### config.mk
export PLATFORM = sky130hd
export DESIGN_NAME = break_mask_fetch_flat
export DESIGN_NICKNAME = d
export VERILOG_FILES = /design/src/rtl/break_mask_fetch_pkg.sv /design/src/rtl/break_mask_fetch_if.sv /design/src/rtl/break_mask_fetch_clause_popcount.sv /design/src/rtl/break_mask_fetch.sv /design/src/flat_wrapper.sv
export SDC_FILE = /design/constraint.sdc
export NUM_CORES = 1
export LEC_CHECK = 0
export CORE_ASPECT_RATIO = 1.75
export CORE_MARGIN = 8
export CORE_UTILIZATION = 40
export CTS_BUF_LIST = sky130_fd_sc_hd__clkbuf_8 sky130_fd_sc_hd__clkbuf_16
export DETAILED_ROUTE_END_ITERATION = 7
export GPL_TIMING_DRIVEN = 1
export PLACE_DENSITY = 0.84
export SLEW_MARGIN = 20
export SYNTH_ARGS = -nofsm -noshare
export SYNTH_HDL_FRONTEND = slang
export SYNTH_SLANG_ARGS = --single-unit
### constraint.sdc
create_clock -name clk -period 5.3 [get_ports clk]
set_clock_uncertainty 0.15 [all_clocks]
set_input_delay 1.06 -clock clk [delete_from_list [all_inputs] [get_ports clk]]
set_output_delay 1.06 -clock clk [all_outputs]
set_load 0.02 [all_outputs]
### src/rtl/break_mask_fetch_pkg.sv
// Shared definitions for the flip-evaluation path: default table widths,
// the fetch FSM state encoding and the break-count width helper.
package sat_pkg;

    // Default widths, shared with the ATT loader so both sides agree on layout
    localparam int DEF_CLAUSE_COUNT               = 20;
    localparam int DEF_VARIABLE_ADDRESS_WIDTH     = 11;
    localparam int DEF_CLAUSE_TABLE_ADDRESS_WIDTH = 11;

    // Fetch FSM state encoding (3-bit)
    typedef enum logic [2:0] {
        ST_IDLE     = 3'd0,
        ST_ATT_RD   = 3'd1,
        ST_CT_ISSUE = 3'd2,
        ST_CT_WAIT  = 3'd3,
        ST_OUT      = 3'd4
    } bmf_state_e;

    // Width needed to hold a count from 0 up to and including n
    function automatic int cnt_width(input int n);
        return $clog2(n + 1);
    endfunction

endpackage

### src/rtl/break_mask_fetch_if.sv
// Request/ATT/clause-table/result signal bundle for break_mask_fetch.
// The slave modport is the fetch block; master is whoever drives it.
interface break_mask_fetch_if
    import sat_pkg::*;
#(
    parameter int CLAUSE_COUNT               = DEF_CLAUSE_COUNT,
    parameter int VARIABLE_ADDRESS_WIDTH     = DEF_VARIABLE_ADDRESS_WIDTH,
    parameter int CLAUSE_TABLE_ADDRESS_WIDTH = DEF_CLAUSE_TABLE_ADDRESS_WIDTH
) ();

    localparam int CNT_W = cnt_width(CLAUSE_COUNT);

    // Literal request from variable selection
    logic                                  lit_valid_i;
    logic                                  lit_ready_o;
    logic [VARIABLE_ADDRESS_WIDTH:0]       lit_i;

    // Address translation table read port
    logic [VARIABLE_ADDRESS_WIDTH:0]       att_rd_addr_o;
    logic [CLAUSE_TABLE_ADDRESS_WIDTH-1:0] att_addr_i;
    logic [CLAUSE_COUNT-1:0]               att_mask_i;

    // Clause-table read port
    logic [CLAUSE_TABLE_ADDRESS_WIDTH-1:0] ct_rd_addr_o;
    logic [CLAUSE_COUNT-1:0]               ct_data_i;

    // Break-score result to the comparator
    logic                                  brk_valid_o;
    logic                                  brk_ready_i;
    logic [CLAUSE_COUNT-1:0]               brk_vec_o;
    logic [CNT_W-1:0]                      brk_cnt_o;
    logic [VARIABLE_ADDRESS_WIDTH:0]       brk_lit_o;

    modport slave (
        input  lit_valid_i, lit_i, att_addr_i, att_mask_i, ct_data_i, brk_ready_i,
        output lit_ready_o, att_rd_addr_o, ct_rd_addr_o,
               brk_valid_o, brk_vec_o, brk_cnt_o, brk_lit_o
    );

    modport master (
        output lit_valid_i, lit_i, att_addr_i, att_mask_i, ct_data_i, brk_ready_i,
        input  lit_ready_o, att_rd_addr_o, ct_rd_addr_o,
               brk_valid_o, brk_vec_o, brk_cnt_o, brk_lit_o
    );

endinterface

### src/rtl/break_mask_fetch_clause_popcount.sv
// Combinational population count of a clause break vector.
module clause_popcount
    import sat_pkg::*;
#(
    parameter int CLAUSE_COUNT = DEF_CLAUSE_COUNT,
    localparam int CNT_W       = cnt_width(CLAUSE_COUNT)
) (
    input  logic [CLAUSE_COUNT-1:0] vec,
    output logic [CNT_W-1:0]        count
);

    // Sum every flag; the width holds CLAUSE_COUNT itself, so all-ones cannot wrap
    always_comb begin
        count = '0;
        for (int i = 0; i < CLAUSE_COUNT; i++) begin
            count = count + CNT_W'(vec[i]);
        end
    end

endmodule

### src/rtl/break_mask_fetch.sv
// Break-mask fetch: for one literal, read its ATT entry, fetch the
// clause-table word it points at, mask it into a break vector and count it.
// One request is in flight at a time; results wait for the consumer.
module break_mask_fetch
    import sat_pkg::*;
#(
    parameter int CLAUSE_COUNT               = DEF_CLAUSE_COUNT,
    parameter int VARIABLE_ADDRESS_WIDTH     = DEF_VARIABLE_ADDRESS_WIDTH,
    parameter int CLAUSE_TABLE_ADDRESS_WIDTH = DEF_CLAUSE_TABLE_ADDRESS_WIDTH
) (
    input  logic               clk,
    input  logic               rst,
    break_mask_fetch_if.slave  bus
);

    localparam int CNT_W = cnt_width(CLAUSE_COUNT);

    localparam logic [2:0] IDLE     = ST_IDLE;
    localparam logic [2:0] ATT_RD   = ST_ATT_RD;
    localparam logic [2:0] CT_ISSUE = ST_CT_ISSUE;
    localparam logic [2:0] CT_WAIT  = ST_CT_WAIT;
    localparam logic [2:0] OUT      = ST_OUT;

    logic [2:0]                            state;
    logic [2:0]                            next_state;

    logic [VARIABLE_ADDRESS_WIDTH:0]       att_rd_addr_q;
    logic [VARIABLE_ADDRESS_WIDTH:0]       lit_q;
    logic [CLAUSE_TABLE_ADDRESS_WIDTH-1:0] ct_addr_q;
    logic [CLAUSE_COUNT-1:0]               mask_q;

    logic                                  brk_valid_q;
    logic [CLAUSE_COUNT-1:0]               brk_vec_q;
    logic [CNT_W-1:0]                      brk_cnt_q;
    logic [VARIABLE_ADDRESS_WIDTH:0]       brk_lit_q;

    logic [CLAUSE_COUNT-1:0]               masked_vec;
    logic [CNT_W-1:0]                      masked_cnt;

    // The clause-table word is only meaningful in CT_WAIT; mask it there
    assign masked_vec = bus.ct_data_i & mask_q;

    clause_popcount #(
        .CLAUSE_COUNT (CLAUSE_COUNT)
    ) u_popcount (
        .vec   (masked_vec),
        .count (masked_cnt)
    );

    // Step through the fixed fetch sequence; only IDLE and OUT wait on handshakes
    always_comb begin
        next_state = IDLE;
        case (state)
            IDLE:     next_state = bus.lit_valid_i ? ATT_RD : IDLE;
            ATT_RD:   next_state = CT_ISSUE;
            CT_ISSUE: next_state = CT_WAIT;
            CT_WAIT:  next_state = OUT;
            OUT:      next_state = bus.brk_ready_i ? IDLE : OUT;
            default:  next_state = IDLE;
        endcase
    end

    // Sequence the request and update the result registers only when the word is in hand
    always_ff @(posedge clk) begin
        if (rst) begin
            state         <= IDLE;
            att_rd_addr_q <= '0;
            lit_q         <= '0;
            ct_addr_q     <= '0;
            mask_q        <= '0;
            brk_valid_q   <= 1'b0;
            brk_vec_q     <= '0;
            brk_cnt_q     <= '0;
            brk_lit_q     <= '0;
        end else begin
            state <= next_state;
            case (state)
                IDLE: begin
                    if (bus.lit_valid_i) begin
                        att_rd_addr_q <= bus.lit_i;
                        lit_q         <= bus.lit_i;
                    end
                end
                CT_ISSUE: begin
                    ct_addr_q <= bus.att_addr_i;
                    mask_q    <= bus.att_mask_i;
                end
                CT_WAIT: begin
                    brk_vec_q   <= masked_vec;
                    brk_cnt_q   <= masked_cnt;
                    brk_lit_q   <= lit_q;
                    brk_valid_q <= 1'b1;
                end
                OUT: begin
                    if (bus.brk_ready_i) begin
                        brk_valid_q <= 1'b0;
                    end
                end
                default: begin
                end
            endcase
        end
    end

    // The clause table sees the fresh ATT address only in CT_ISSUE; elsewhere hold it
    assign bus.ct_rd_addr_o  = (state == CT_ISSUE) ? bus.att_addr_i : ct_addr_q;

    assign bus.lit_ready_o   = (state == IDLE);
    assign bus.att_rd_addr_o = att_rd_addr_q;
    assign bus.brk_valid_o   = brk_valid_q;
    assign bus.brk_vec_o     = brk_vec_q;
    assign bus.brk_cnt_o     = brk_cnt_q;
    assign bus.brk_lit_o     = brk_lit_q;

endmodule

### src/flat_wrapper.sv
// flat-port wrapper written by rule: the top's interface ports become plain ports
module break_mask_fetch_flat import sat_pkg::*;
#(
    parameter int CLAUSE_COUNT               = DEF_CLAUSE_COUNT,
    parameter int VARIABLE_ADDRESS_WIDTH     = DEF_VARIABLE_ADDRESS_WIDTH,
    parameter int CLAUSE_TABLE_ADDRESS_WIDTH = DEF_CLAUSE_TABLE_ADDRESS_WIDTH
)
  (clk, rst, bus_lit_valid_i, bus_lit_i, bus_att_addr_i, bus_att_mask_i, bus_ct_data_i, bus_brk_ready_i, bus_lit_ready_o, bus_att_rd_addr_o, bus_ct_rd_addr_o, bus_brk_valid_o, bus_brk_vec_o, bus_brk_cnt_o, bus_brk_lit_o);
  break_mask_fetch_if #(.CLAUSE_COUNT(CLAUSE_COUNT), .VARIABLE_ADDRESS_WIDTH(VARIABLE_ADDRESS_WIDTH), .CLAUSE_TABLE_ADDRESS_WIDTH(CLAUSE_TABLE_ADDRESS_WIDTH)) bus_i ();
  input  logic clk;
  input  logic rst;
  input wire logic [$bits(bus_i.lit_valid_i)-1:0] bus_lit_valid_i;
  input wire logic [$bits(bus_i.lit_i)-1:0] bus_lit_i;
  input wire logic [$bits(bus_i.att_addr_i)-1:0] bus_att_addr_i;
  input wire logic [$bits(bus_i.att_mask_i)-1:0] bus_att_mask_i;
  input wire logic [$bits(bus_i.ct_data_i)-1:0] bus_ct_data_i;
  input wire logic [$bits(bus_i.brk_ready_i)-1:0] bus_brk_ready_i;
  output wire logic [$bits(bus_i.lit_ready_o)-1:0] bus_lit_ready_o;
  output wire logic [$bits(bus_i.att_rd_addr_o)-1:0] bus_att_rd_addr_o;
  output wire logic [$bits(bus_i.ct_rd_addr_o)-1:0] bus_ct_rd_addr_o;
  output wire logic [$bits(bus_i.brk_valid_o)-1:0] bus_brk_valid_o;
  output wire logic [$bits(bus_i.brk_vec_o)-1:0] bus_brk_vec_o;
  output wire logic [$bits(bus_i.brk_cnt_o)-1:0] bus_brk_cnt_o;
  output wire logic [$bits(bus_i.brk_lit_o)-1:0] bus_brk_lit_o;
  assign bus_i.lit_valid_i = bus_lit_valid_i;
  assign bus_i.lit_i = bus_lit_i;
  assign bus_i.att_addr_i = bus_att_addr_i;
  assign bus_i.att_mask_i = bus_att_mask_i;
  assign bus_i.ct_data_i = bus_ct_data_i;
  assign bus_i.brk_ready_i = bus_brk_ready_i;
  assign bus_lit_ready_o = bus_i.lit_ready_o;
  assign bus_att_rd_addr_o = bus_i.att_rd_addr_o;
  assign bus_ct_rd_addr_o = bus_i.ct_rd_addr_o;
  assign bus_brk_valid_o = bus_i.brk_valid_o;
  assign bus_brk_vec_o = bus_i.brk_vec_o;
  assign bus_brk_cnt_o = bus_i.brk_cnt_o;
  assign bus_brk_lit_o = bus_i.brk_lit_o;
  break_mask_fetch #(.CLAUSE_COUNT(CLAUSE_COUNT), .VARIABLE_ADDRESS_WIDTH(VARIABLE_ADDRESS_WIDTH), .CLAUSE_TABLE_ADDRESS_WIDTH(CLAUSE_TABLE_ADDRESS_WIDTH)) u_core (.clk(clk), .rst(rst), .bus(bus_i));
endmodule
# Word-level counts from Yosys, hierarchy flattened
# Index checks and enable logic that the tools add are counted.
dict set report classes {
  n_addsub 19
  n_mul 0
  n_div 0
  n_lt_le_gt_ge 0
  n_eq_ne 5
  shift 0
  mux 6
  bitwise_logic 1
  n_reduce_logical 4
}
# cell n
set op_table {}
lappend op_table {{adder 5 x 1 -> 5 bit} 15}
lappend op_table {{AND 20 bit} 1}
lappend op_table {{one-hot mux 3 bit (5 select lines)} 1}
lappend op_table {{two-way mux 11 bit} 1}
lappend op_table {{equality test 3 x 2 -> 1 bit, second input constant} 2}
lappend op_table {{adder 4 x 1 -> 5 bit} 1}
lappend op_table {{adder 3 x 1 -> 4 bit} 1}
lappend op_table {{AND reduction 2 bit} 2}
lappend op_table {{adder 2 x 1 -> 3 bit} 1}
lappend op_table {{equality test 3 x 1 -> 1 bit, second input constant} 1}
lappend op_table {{equality test 3 bit, second input constant} 1}
lappend op_table {{zero test 3 bit} 1}
lappend op_table {{two-way mux 3 bit} 1}
lappend op_table {{adder 1 x 1 -> 2 bit} 1}
lappend op_table {{two-way mux 1 bit} 2}
lappend op_table {{!= test 2 bit, second input constant} 1}
lappend op_table {{one-hot mux 1 bit (2 select lines)} 1}
lappend op_table {{nonzero test 2 bit} 1}
dict set report word_totals {
  register_bits 84
  latchBits 0
  ram_bits 0
  rom_bits 0
  in_bits 67
  wordCells 43
  mem_count 0
}

# Depth between registers and ports, before layout
dict set report logic_depth {
  ltp_word 20
  depth_mapped 14
  ltp_nobuf 14
}

# Cells and area by module
# From an unflattened synthesis, not the netlist that was laid out.
dict set report hier_totals {
  cells_unflattened 440
  area_unflattened_um2 4578.1
}
# module instances cells_per_inst area_per_inst_um2 seq_area_each_um2
set by_module_without_submodules {}
lappend by_module_without_submodules {break_mask_fetch 1 388 4070.2 1681.6}
lappend by_module_without_submodules {clause_popcount 1 52 508.0 0.0}

# Worst setup path before layout
# Ideal clock, no wire load.
dict set report synth_timing {
  kind {in2reg}
  start {input bus_ct_data_i[0]}
  end {register u_core.brk_cnt_q[4], in the netlist u_core.bus.brk_cnt_o[4]}
  setup_time_ns 0.086
  arrival_time_ns 4.698
  slack_ns 0.367
  cell_stages 14
  n_path_buf 0
  cell_sequence {and2_1 > fa_1 > inv_1 > fa_1 > fa_1 > fa_1 > inv_1 > fa_1 > ha_1 > inv_1 > fa_1 > nor2b_1 > o21bai_1 > a211oi_1}
}
dict set report synth_via {
  elab_chain_cells 20
}
# element line_no
set synth_rtl {}
lappend synth_rtl {{start, declared} flat_wrapper.sv:16} ;# input wire logic [$bits(bus_i.ct_data_i)-1:0] bus_ct_data_i;
lappend synth_rtl {{AND 20 bit} break_mask_fetch.sv:41} ;# assign masked_vec = bus.ct_data_i & mask_q;
lappend synth_rtl {{adder 1 x 1 -> 2 bit} break_mask_fetch_clause_popcount.sv:16} ;# count = count + CNT_W'(vec[i]);
lappend synth_rtl {{adder 2 x 1 -> 3 bit} break_mask_fetch_clause_popcount.sv:16}
lappend synth_rtl {{adder 3 x 1 -> 4 bit} break_mask_fetch_clause_popcount.sv:16}
lappend synth_rtl {{adder 4 x 1 -> 5 bit} break_mask_fetch_clause_popcount.sv:16}
lappend synth_rtl {{adder 5 x 1 -> 5 bit (15 in a row)} break_mask_fetch_clause_popcount.sv:16}
lappend synth_rtl {{end signal, assigned} break_mask_fetch.sv:90} ;# brk_cnt_q <= masked_cnt;
lappend synth_rtl {{end, declared} break_mask_fetch.sv:34} ;# logic [CNT_W-1:0] brk_cnt_q;
# No other way between the ends.
# A chain may end at the register's enable or synchronous reset.

# Final worst setup path
dict set report layout_timing {
  start {input bus_ct_data_i[0]}
  end {register u_core.brk_cnt_q[4], in the netlist u_core.bus.brk_cnt_o[4]}
}
dict set report layout_via {
  elab_chain_cells 20
}
# element line_no
set layout_rtl {}
lappend layout_rtl {{AND 20 bit} break_mask_fetch.sv:41}
lappend layout_rtl {{named net u_core.masked_vec[0]} break_mask_fetch.sv:37} ;# logic [CLAUSE_COUNT-1:0] masked_vec;
lappend layout_rtl {{adder 1 x 1 -> 2 bit} break_mask_fetch_clause_popcount.sv:16}
lappend layout_rtl {{adder 2 x 1 -> 3 bit} break_mask_fetch_clause_popcount.sv:16}
lappend layout_rtl {{adder 3 x 1 -> 4 bit} break_mask_fetch_clause_popcount.sv:16}
lappend layout_rtl {{adder 4 x 1 -> 5 bit} break_mask_fetch_clause_popcount.sv:16}
lappend layout_rtl {{adder 5 x 1 -> 5 bit (15 in a row)} break_mask_fetch_clause_popcount.sv:16}
# The timed path passes the listed nets, and every way through them passes these cells.

==> impl_metrics.tcl <==
set metrics [dict create \
    hold_viol 0 \
    synth.avg_cell_area_um2 8.67 \
    pwr-share-seq_pct 40.0 \
    finalSetupViolations 0 \
    hold_class "reg -> reg" \
    p_leak_nw 1.98 \
    path_clk_slew_ps 60 \
    place_congestion 0.872 \
    dp.final_hpwl_um 8060 \
    synth_area_leaders "dfxtp_1, nand2_1, a21oi_1, fa_1, mux2_2" \
    dpl.cell_count 646 \
    cts_max_path_buffers 2 \
    die-width_um 88.1 \
    wl_per_cell_um 15.9 \
    hold_buffers 0 \
    layout_min_cycle_time_ps 5130 \
    crit_path_cell_trace "clkdlybuf4s50_1, and2_1, fa_1, inv_1, fa_1, fa_1, fa_1, inv_1, fa_1, ha_1, inv_1, fa_2, nor2b_2, o21bai_1, a211oi_2" \
    yosys.area.top_type "dfxtp_1" \
    crit_path_frequent_cell "fa_1" \
    drcViolationCount 0 \
    switching_share_pct 23.2 \
    fin_crit_sh_pct 96.7 \
    peakVddDrop_uv 241 \
    synth_top_family_by_area "simple AND/OR/NAND/NOR gates" \
    cp_num_cells 15 \
    vias 3220 \
    p_comb_share_pct 15.9 \
    io_buffers 128 \
    final_layout_size_suffix_gt1_share_pct 7.55 \
    core_region_area_um2 8980 \
    start_util_pct 40.5 \
    yosys.area_share.simple_pct 23.2 \
    antenna_found_initial 1 \
    grt_start_max_net_pins 53 \
    yosys_warnings 0 \
    r2r_cells 14 \
    worstMarginPinSlew_ps 821 \
    gr-total-overflow 0 \
    worst_path_max_delay_cell "fa_1" \
    synth_compound_area_share_pct 10.5 \
    netlist_area_um2 3640 \
    fin_cells 664 \
    p_clk_share_pct 44.1 \
    htreeDepth 3 \
    die_h_um 142 \
    p_sw_mw 0.395 \
    postSynthCellCount 420 \
    maxSlewViolCount 0 \
    dieArea_um2 12500 \
    critical-path-top-delay-family "adder cells" \
    num_rows 46 \
    outcome "completed" \
    root_buffer "clkbuf_16" \
    synth-xor-area-share_pct 0.481 \
    yosysMostFrequentCell "nand2_1" \
    hold_ws_ps 302 \
    clock_sinks 84 \
    synth.top_cell.area_share_pct 46.2 \
    pre_cts_slack_ps -243 \
    synth_edf_count 0 \
    max_cap_violations 0 \
    ant_nets 0 \
    grt_pass1_vias 3335 \
    synthAdderAreaFrac_pct 10.1 \
    path_buf_inv 4 \
    area_growth_pct 46.8 \
    startpoint_type "input port" \
    synth_seq_area_share_pct 46.2 \
    first_iter_violations 132 \
    async_flop_share_pct 0 \
    final_core_util_pct 59.5 \
    path_class "in -> reg" \
    final_nets 626 \
    cp_slowest_stage_delay_ps 570 \
    ys_seq_elements 84 \
    grt_pass1_wl_um 16000 \
    min_delay_path_depth 2 \
    yosysUniqueCellTypes 29 \
    via_per_inst 4.85 \
    power_density_nw_per_um2 319 \
    end_kind "register" \
    fmax_mhz 195 \
    drt_pass1_iterations 4 \
    layout_setup_ws_ps 172 \
    crit_path_max_fanout 2 \
    internal_power_mw 1.31 \
    power.total_mw 1.70 \
    pin_count 129 \
    synth_nets 508 \
    crit_required_ps 5400 \
    drt-total-wl_um 10600 \
    cts_inserted_buffers 9 \
    clk_latency_ps 330 \
    cp.arrival_ps 5230 \
    grt_use_total_pct 16.9 \
    cts_tree "done" \
    synthTopCellsByCount "nand2_1, dfxtp_1, a21oi_1" \
    slew_headroom_pct 45.0 \
    yosys_most_used_dff "dfxtp_1" \
    synth_mux_area_share_pct 3.40 \
]
[path summary, 6_finish.rpt]
path,to,slack (ps),from
worst min register to register,u_core.bus.brk_lit_o[0],300,u_core.bus.brk_lit_o[0]
worst min-delay path,u_core.bus.brk_lit_o[0],300,u_core.bus.brk_lit_o[0]
worst max-delay path,u_core.bus.brk_cnt_o[4],170,bus_ct_data_i[0]
worst max register to register,u_core.bus.brk_cnt_o[4],980,u_core.mask_q[0]
[routing by layer]
| layer | global-route usage (%) | wire length (um) | part of all wire (%) |
|---|---|---|---|
| met2 | 30.4 | 5700 | 54 |
| met4 | 15.0 | 750 | 7.1 |
| met5 | 0 | 0 | 0 |
| met3 | 4.74 | 620 | 5.9 |
| met1 | 14.4 | 3500 | 33 |
[through the flow]
stage	setup TNS (ps)	area (um^2)
after floorplan	0	3640
after global placement	-400	4950
after detailed placement	-795	4950
after CTS	0	5320
after global routing	-0.0342	5340
final	0	5340
[placed cells by master (no fill, tap or decap), drive strengths merged]
cell / Yosys / final
fa: 14 / 14
mux2: 11 / 11
nor2b: 12 / 12
nand3b: 2 / 2
buf: 17 / 6
or3b: 1 / 1
o21bai: 1 / 1
nor3: 3 / 3
dfxtp: 84 / 84
and3b: 1 / 1
a211oi: 3 / 3
and4: 1 / 1
nor4: 2 / 2
nor2: 5 / 5
or4b: 1 / 1
nor4b: 1 / 1
inv: 18 / 18
clkbuf: 9 / 13
nor3b: 1 / 1
nand2: 132 / 132
nand3: 4 / 4
or4: 1 / 1
clkdlybuf4s50: 0 / 127
diode: 0 / 1
ha: 7 / 7
and2: 17 / 17
bufinv: 0 / 3
xnor2: 2 / 2
a21oi: 70 / 70
[power by group through the flow]
stage | registers [mW] | logic [mW] | clock network, mW
3_3_place_gp | 0.693 | 0.263 | 0
3_5_place_dp | 0.695 | 0.270 | 0
6_report | 0.681 | 0.271 | 0.751
2_1_floorplan | 0.697 | 0.147 | 0
4_1_cts | 0.681 | 0.272 | 0.765
5_1_grt | 0.685 | 0.296 | 0.785
[cell type report]
type / instances / area (um^2)
well taps: 120 / 150
multi-input cells: 292 / 1760
flip-flops and latches: 84 / 1680
inverters: 18 / 67.6
diodes: 1 / 2.50
fillers: 792 / 3630
repair buffers: 133 / 1310
clock buffers: 13 / 280
clock inverters: 3 / 90.1
[tightest hold or removal path, cell delays in order (launching register included)]
cell,delay [ps]
dfxtp_1,310
nand2_1,50
a21oi_1,50
[state kept, by name, indices dropped and copies added, names as in the netlist]
register and count:
u_core.ct_addr_q 11, u_core.bus.brk_vec_o 20, u_core.state 3, u_core.bus.brk_cnt_o 5, u_core.mask_q 20, u_core.bus.brk_valid_o 1, u_core.bus.att_rd_addr_o 12, u_core.bus.brk_lit_o 12
[what timing repair did]
action / 4_1_cts / 5_1_grt
gates resized for setup: 0 / 4
endpoints found under the setup margin: 0 / 2
buffers inserted: 0 / 1
[logic make-up (layout without fill, tap and decap cells)]
logic type | count (synthesis) | in the layout
AND/OR/NAND/NOR | 184 | 184
flip-flops | 84 | 84
AO/OA/AOI/OAI | 74 | 74
buffers and inverters | 44 | 167
adder cells (fa/ha/maj) | 21 | 21
multiplexers | 11 | 11
XOR/XNOR | 2 | 2
other | 0 | 1
Power figures use the tool's default switching activity.
